$ cat src/rtl/packet_arbiter_if.sv
// Purpose: byte-stream bundle between NumReq framers, the arbiter and the UART TX.
// Latency: none, wires only.
// Backpressure: valid/ready per requester toward the arbiter, one valid/ready pair toward the UART.
interface packet_arbiter_if #(
  parameter int NumReq    = 2,
  parameter int DataWidth = 8
);
  logic [NumReq-1:0]           valid_i;
  logic [NumReq-1:0]           ready_o;
  logic [NumReq*DataWidth-1:0] data_i;
  logic                        valid_o;
  logic                        ready_i;
  logic [DataWidth-1:0]        data_o;
  logic [NumReq-1:0]           grant_o;
  logic                        busy_o;
  logic                        overrun_o;

  // Sources and sink side: drives requests and UART ready, observes everything else.
  modport master (
    output valid_i, data_i, ready_i,
    input  ready_o, valid_o, data_o, grant_o, busy_o, overrun_o
  );

  // Arbiter side.
  modport slave (
    input  valid_i, data_i, ready_i,
    output ready_o, valid_o, data_o, grant_o, busy_o, overrun_o
  );
endinterface

$ cat src/rtl/packet_arbiter.sv
// Purpose: round-robin arbiter that hands one UART TX byte stream to one framer for a whole packet.
// Latency: 1 idle cycle to arbitrate, then zero-latency combinational byte path while granted.
// Backpressure: UART ready_i is passed straight to the granted requester; all others see ready=0.
module packet_arbiter #(
  parameter int                   NumReq         = 2,
  parameter int                   DataWidth      = 8,
  parameter logic [DataWidth-1:0] TailByte0      = 8'h0D,
  parameter logic [DataWidth-1:0] TailByte1      = 8'h0A,
  parameter int                   MaxPacketBytes = 4096
) (
  input logic               clk_i,
  input logic               rst_ni,
  packet_arbiter_if.slave   bus
);
  localparam int IdxW = $clog2(NumReq);
  localparam int CntW = $clog2(MaxPacketBytes + 1);

  typedef enum logic {IDLE, BUSY} state_t;

  state_t          state_q;
  logic [IdxW-1:0] grant_q;
  logic [IdxW-1:0] last_q;
  logic            seen0_q;
  logic [CntW-1:0] count_q;
  logic            overrun_q;

  logic [IdxW-1:0]      win;
  logic [IdxW-1:0]      cand;
  logic                 found;
  logic [DataWidth-1:0] lanes [NumReq];
  logic                 valid;
  logic [DataWidth-1:0] data;
  logic [NumReq-1:0]    ready;
  logic [NumReq-1:0]    grant;
  logic                 fire;
  logic                 pkt_end;
  logic                 wd;

  // Round-robin pick: first asserted request after the previous owner.
  always_comb begin
    win   = last_q;
    cand  = last_q;
    found = 1'b0;
    for (int k = 1; k <= NumReq; k++) begin
      cand = IdxW'((int'(last_q) + k) % NumReq);
      if (!found && bus.valid_i[cand]) begin
        win   = cand;
        found = 1'b1;
      end
    end
  end

  // Steer the granted lane to the UART and UART ready back to the owner only.
  always_comb begin
    for (int r = 0; r < NumReq; r++) begin
      lanes[r] = bus.data_i[r*DataWidth +: DataWidth];
    end
    valid = 1'b0;
    data  = '0;
    ready = '0;
    grant = '0;
    if (state_q == BUSY) begin
      valid          = bus.valid_i[grant_q];
      data           = lanes[grant_q];
      ready[grant_q] = bus.ready_i;
      grant[grant_q] = 1'b1;
    end
  end

  // Footer 0D,0A ends the packet; the watchdog only fires when the limit byte is not itself a footer.
  assign fire    = valid && bus.ready_i;
  assign pkt_end = fire && seen0_q && (data == TailByte1);
  assign wd      = fire && (count_q == CntW'(MaxPacketBytes - 1)) && !pkt_end;

  // Grant FSM: arbitrate in IDLE, hold the owner through BUSY until footer or watchdog.
  always_ff @(posedge clk_i or negedge rst_ni) begin
    if (!rst_ni) begin
      state_q   <= IDLE;
      grant_q   <= '0;
      last_q    <= IdxW'(NumReq - 1);
      seen0_q   <= 1'b0;
      count_q   <= '0;
      overrun_q <= 1'b0;
    end else begin
      overrun_q <= 1'b0;
      case (state_q)
        IDLE: begin
          if (|bus.valid_i) begin
            grant_q <= win;
            state_q <= BUSY;
          end
        end
        BUSY: begin
          if (pkt_end || wd) begin
            state_q   <= IDLE;
            last_q    <= grant_q;
            grant_q   <= '0;
            seen0_q   <= 1'b0;
            count_q   <= '0;
            overrun_q <= wd;
          end else if (fire) begin
            seen0_q <= (data == TailByte0);
            count_q <= count_q + CntW'(1);
          end
        end
        default: state_q <= IDLE;
      endcase
    end
  end

  assign bus.valid_o   = valid;
  assign bus.data_o    = data;
  assign bus.ready_o   = ready;
  assign bus.grant_o   = grant;
  assign bus.busy_o    = (state_q == BUSY);
  assign bus.overrun_o = overrun_q;
endmodule

$ cat src/flat_wrapper.sv
// flat-port wrapper written by rule: the top's interface ports become plain ports
module packet_arbiter_flat 
#(
  parameter int                   NumReq         = 2,
  parameter int                   DataWidth      = 8,
  parameter logic [DataWidth-1:0] TailByte0      = 8'h0D,
  parameter logic [DataWidth-1:0] TailByte1      = 8'h0A,
  parameter int                   MaxPacketBytes = 4096
)
  (clk_i, rst_ni, bus_valid_i, bus_data_i, bus_ready_i, bus_ready_o, bus_valid_o, bus_data_o, bus_grant_o, bus_busy_o, bus_overrun_o);
  packet_arbiter_if #(.NumReq(NumReq), .DataWidth(DataWidth)) bus_i ();
  input logic clk_i;
  input logic rst_ni;
  input wire logic [$bits(bus_i.valid_i)-1:0] bus_valid_i;
  input wire logic [$bits(bus_i.data_i)-1:0] bus_data_i;
  input wire logic [$bits(bus_i.ready_i)-1:0] bus_ready_i;
  output wire logic [$bits(bus_i.ready_o)-1:0] bus_ready_o;
  output wire logic [$bits(bus_i.valid_o)-1:0] bus_valid_o;
  output wire logic [$bits(bus_i.data_o)-1:0] bus_data_o;
  output wire logic [$bits(bus_i.grant_o)-1:0] bus_grant_o;
  output wire logic [$bits(bus_i.busy_o)-1:0] bus_busy_o;
  output wire logic [$bits(bus_i.overrun_o)-1:0] bus_overrun_o;
  assign bus_i.valid_i = bus_valid_i;
  assign bus_i.data_i = bus_data_i;
  assign bus_i.ready_i = bus_ready_i;
  assign bus_ready_o = bus_i.ready_o;
  assign bus_valid_o = bus_i.valid_o;
  assign bus_data_o = bus_i.data_o;
  assign bus_grant_o = bus_i.grant_o;
  assign bus_busy_o = bus_i.busy_o;
  assign bus_overrun_o = bus_i.overrun_o;
  packet_arbiter #(.NumReq(NumReq), .DataWidth(DataWidth), .TailByte0(TailByte0), .TailByte1(TailByte1), .MaxPacketBytes(MaxPacketBytes)) u_core (.clk_i(clk_i), .rst_ni(rst_ni), .bus(bus_i));
endmodule
$ cat config.mk
export PLATFORM = sky130hd
export DESIGN_NAME = packet_arbiter_flat
export DESIGN_NICKNAME = d
export VERILOG_FILES = /design/src/rtl/packet_arbiter_if.sv /design/src/rtl/packet_arbiter.sv /design/src/flat_wrapper.sv
export SDC_FILE = /design/constraint.sdc
export NUM_CORES = 1
export LEC_CHECK = 0
export BUFFER_PORTS_ARGS = -buffer_cell sky130_fd_sc_hd__clkbuf_2
export CORE_MARGIN = 2
export CORE_UTILIZATION = 48
export CTS_BUF_LIST = sky130_fd_sc_hd__clkbuf_4
export DETAILED_ROUTE_END_ITERATION = 10
export GPL_TIMING_DRIVEN = 0
export PLACE_DENSITY_LB_ADDON = 0.1
export SLEW_MARGIN = 20
export SYNTH_ARGS = -nofsm -noshare
export SYNTH_HDL_FRONTEND = slang
export SYNTH_SLANG_ARGS = --single-unit
$ cat constraint.sdc
create_clock -name clk_i -period 1.98 [get_ports clk_i]
set_clock_uncertainty 0.2 [all_clocks]
set_input_delay 0.099 -clock clk_i [delete_from_list [all_inputs] [get_ports clk_i]]
set_output_delay 0.099 -clock clk_i [all_outputs]
set_load 0.02 [all_outputs]
==> flow_summary_export.csv <==
group,metric,value,unit
run_status,status,"finished, violations left",
run_status,violations,"negative setup slack",
sta,finalHoldViolCount,0,
sta,slew_headroom,69.23,%
sta,final.min_clock_period,2.045,ns
sta,final_max_slew_viol_count,0,
routing,wirelength,3537,µm
yosys,synth-seq-area-share,35.53,%
sta,max_freq,489.1,MHz
yosys,synth_top_family_by_area,"simple AND/OR/NAND/NOR gates",
sta,layout_setup_ws,-0.06456,ns
place,hpwl,2359,µm
routing,via_per_inst,5.800,
power_and_ir_drop,leakage,0.8441,nW
layout,design.final.nets,223,
clock_tree,clkSinkCount,18,
routing,drc_errors,0,
sta,tightest_slew,0.4616,ns
yosys,synthArstFlopShare,100.0,%
layout,fillers,182,
setup_path,critical_path.top_delay_family,"simple AND/OR/NAND/NOR gates",
layout,drive_above_1_share,42.50,%
yosys,yosysTopAreaCellShare,33.46,%
sta,setup_violations,9,
yosys,synthXorXnorAreaFrac,0,%
run,maxCapViolCount,0,
setup_path,crit_path_start_kind,"register",
die,dieArea,0.003076,mm²
yosys,synth.distinct_cells,46,
routing,drtIter0Drc,41,
routing,ant_nets,0,
yosys,synth_fa_ha_area_share,0.9843,%
power_and_ir_drop,powerDensity,565.2,mW/mm²
clock_tree,root_buffer,"clkbuf_4",
sta,fin_crit_sh,103.3,%
grt,grt_pass1_vias,1219,
yosys,syn-num-nets,162,
sta,rsz0062_at_grt,"true",
setup_path,crit_path_cell_trace,"buf_6, and3b_1, o2111ai_4, a21oi_4, buf_6, or4_4, a21oi_2",
clock_tree,cts_max_level,1,
die,die_h,55.46,µm
place,port_buffers,35,
routing,routedWlPerCell,15.38,µm
power_and_ir_drop,p_total,1.040,mW
clock_tree,clk_pin_slew,0.11,ns
routing,drt-pass1-iter-count,4,
yosys,synth_cells,140,
setup_path,critPathCaptureType,"register",
layout,num_antenna_cells,0,
die,core,0.002500,mm²
clock_tree,ctsLongestPathBuffers,2,
setup_path,critical_path_class,"reg2reg",
die,ios,36,
yosys,synth.largest_area_cell,"dfrtp_1",
layout,area_delta_synth_final,44.68,%
clock_tree,worstSkewPairLatency,0.29,ns
yosys,syn_area_per_cell,9.080,µm²
setup_path,crit_arrival,2.07,ns
grt,grt_pass1_wl,5478,µm
setup_path,crit_slowest_cell,"dfrtp_1",
yosys,synthTopCellsByArea,"dfrtp_1 (33%), mux2i_1 (6.3%), nor2b_1 (5.4%)",
yosys,synth-edff-count,0,
setup_path,required,2.01,ns
grt,grt.total_usage,22.42,%
die,fp.dieW,55.46,µm
setup_path,cp_max_fo,5,
die,rows,18,
clock_tree,cts_made_buffers,3,
place,dp_slack,-0.2689,ns
grt,overflow,0,
yosys,syn-cell-area,0.001271,mm²
yosys,synth_mux_area_share,8.071,%
place,gp_congestion,0.8424,
grt,antenna_found_initial,0,
power_and_ir_drop,peakVddDrop,0.6698,mV
layout,layout_commonest_cell,"clkbuf_2",
routing,dr_total_vias,1334,
die,initial_core_util,50.85,%
yosys,synth-compound-area-share,18.31,%
yosys,synth_seq_cells,18,
setup_path,critPathMaxStageDelay,0.42,ns
yosys,ys_warn_count,0,
grt,grt_max_degree,19,
layout,final_cell_mix,"clkbuf_2 (33), dfrtp_1 (16), nand2_1 (14), nor2b_1 (10), buf_4 (9)",
clock_tree,cts_tree,"built",
setup_path,path_buf_inv,2,
min_path,hp-class,"in2reg",
yosys,synthSimpleGateAreaFrac,31.69,%
yosys,synth_flop_cell,"dfrtp_1",
setup_path,cp_common_cell,"buf_6",
==> worst paths after layout <==
path,to,slack (ns),from,cells past startpoint
max in group asynchronous,u_core.last_q,1.15,rst_ni,2
max,u_core.count_q[11],-0.06,u_core.grant_q,7
min reg2reg,u_core.seen0_q,0.36,u_core.seen0_q,2
min,u_core.seen0_q,0.07,bus_data_i[8],5
min in group asynchronous,u_core.seen0_q,0.08,rst_ni,2
max reg2reg,u_core.count_q[11],-0.06,u_core.grant_q,7
==> logic make-up (layout without fill, tap and decap cells) <==
kind of cell / after synthesis / count (layout)
simple gates: 70 / 70
flops: 18 / 18
fa+ha+maj: 1 / 1
compound gates: 30 / 30
buf+inv: 11 / 71
mux: 10 / 10
==> sequential cells by signal, summed over array words and instances (netlist names) <==
signal                cells
u_core.last_q             1
u_core.seen0_q            1
u_core.bus.overrun_o      1
u_core.bus.busy_o         1
u_core.count_q           13
u_core.grant_q            1
==> final cells by class <==
class                      instances  area (µm²)  area share (%)
tap                               30       37.54           2.041
timing repair buffer              56       361.6           19.66
clock inverter                     1       3.754          0.2041
clock buffer                       3       22.52           1.224
multi-input combinational        111       872.1           47.42
buffer                             7       73.82           4.014
inverter                           4       15.01          0.8163
sequential                        18       452.9           24.63
==> timing repair <==
item	CTS	global route
hold buffers	8	0
hold endpoints to repair	21	0
setup buffers	8	3
gates resized for setup	12	25
endpoints found under the setup margin	20	20
pin swaps	6	11
cloned	1	1
==> synth_stat cells (all sizes together), types with 6 or more instances <==
| master | number |
|---|---|
| nand3 | 7 |
| o21ai | 6 |
| a21oi | 9 |
| nor2 | 8 |
| nand2 | 14 |
| mux2i | 8 |
| dfrtp | 17 |
| nor2b | 11 |
==> metal layers <==
metal | part of all wire (%) | vias up | track usage, %
li1 | - | 642 | -
met1 | 41 | 640 | 30.18
met2 | 51 | 44 | 36.90
met3 | 5.7 | 8 | 3.044
met4 | 2.0 | 0 | 7.666
met5 | 0 | - | 0
==> worst min-delay path: cells and delay by family <==
kind                   cells  cell delay (ns)
and+or+nand+nor            3             0.21
muxes                      1             0.13
buffers and inverters      1             0.09
==> where the power goes <==
group	internal (mW)	leakage (nW)	switching (mW)
clock network	0.0733	0.0154	0.118
registers	0.412	0.206	0.0471
logic	0.194	0.622	0.195
total	0.680	0.844	0.360
==> per-stage QoR <==
| step | hold slack, ns | setup TNS, ns | cell area [µm²] | cells | utilization (%) |
|---|---|---|---|---|---|
| floorplan | -0.3966 | 0 | 1285 | 140 | - |
| global placement | -0.1374 | -1.082 | 1498 | 205 | 59.91 |
| detailed placement | -0.1291 | -1.400 | 1498 | 205 | 59.91 |
| CTS | 0.02309 | -0.1159 | 1713 | 226 | 68.52 |
| global route | 0.08750 | -1.116 | 1839 | 230 | 73.57 |
| finish | 0.06750 | -0.3057 | 1839 | 230 | 73.57 |
(Power assumes the default switching activity.)
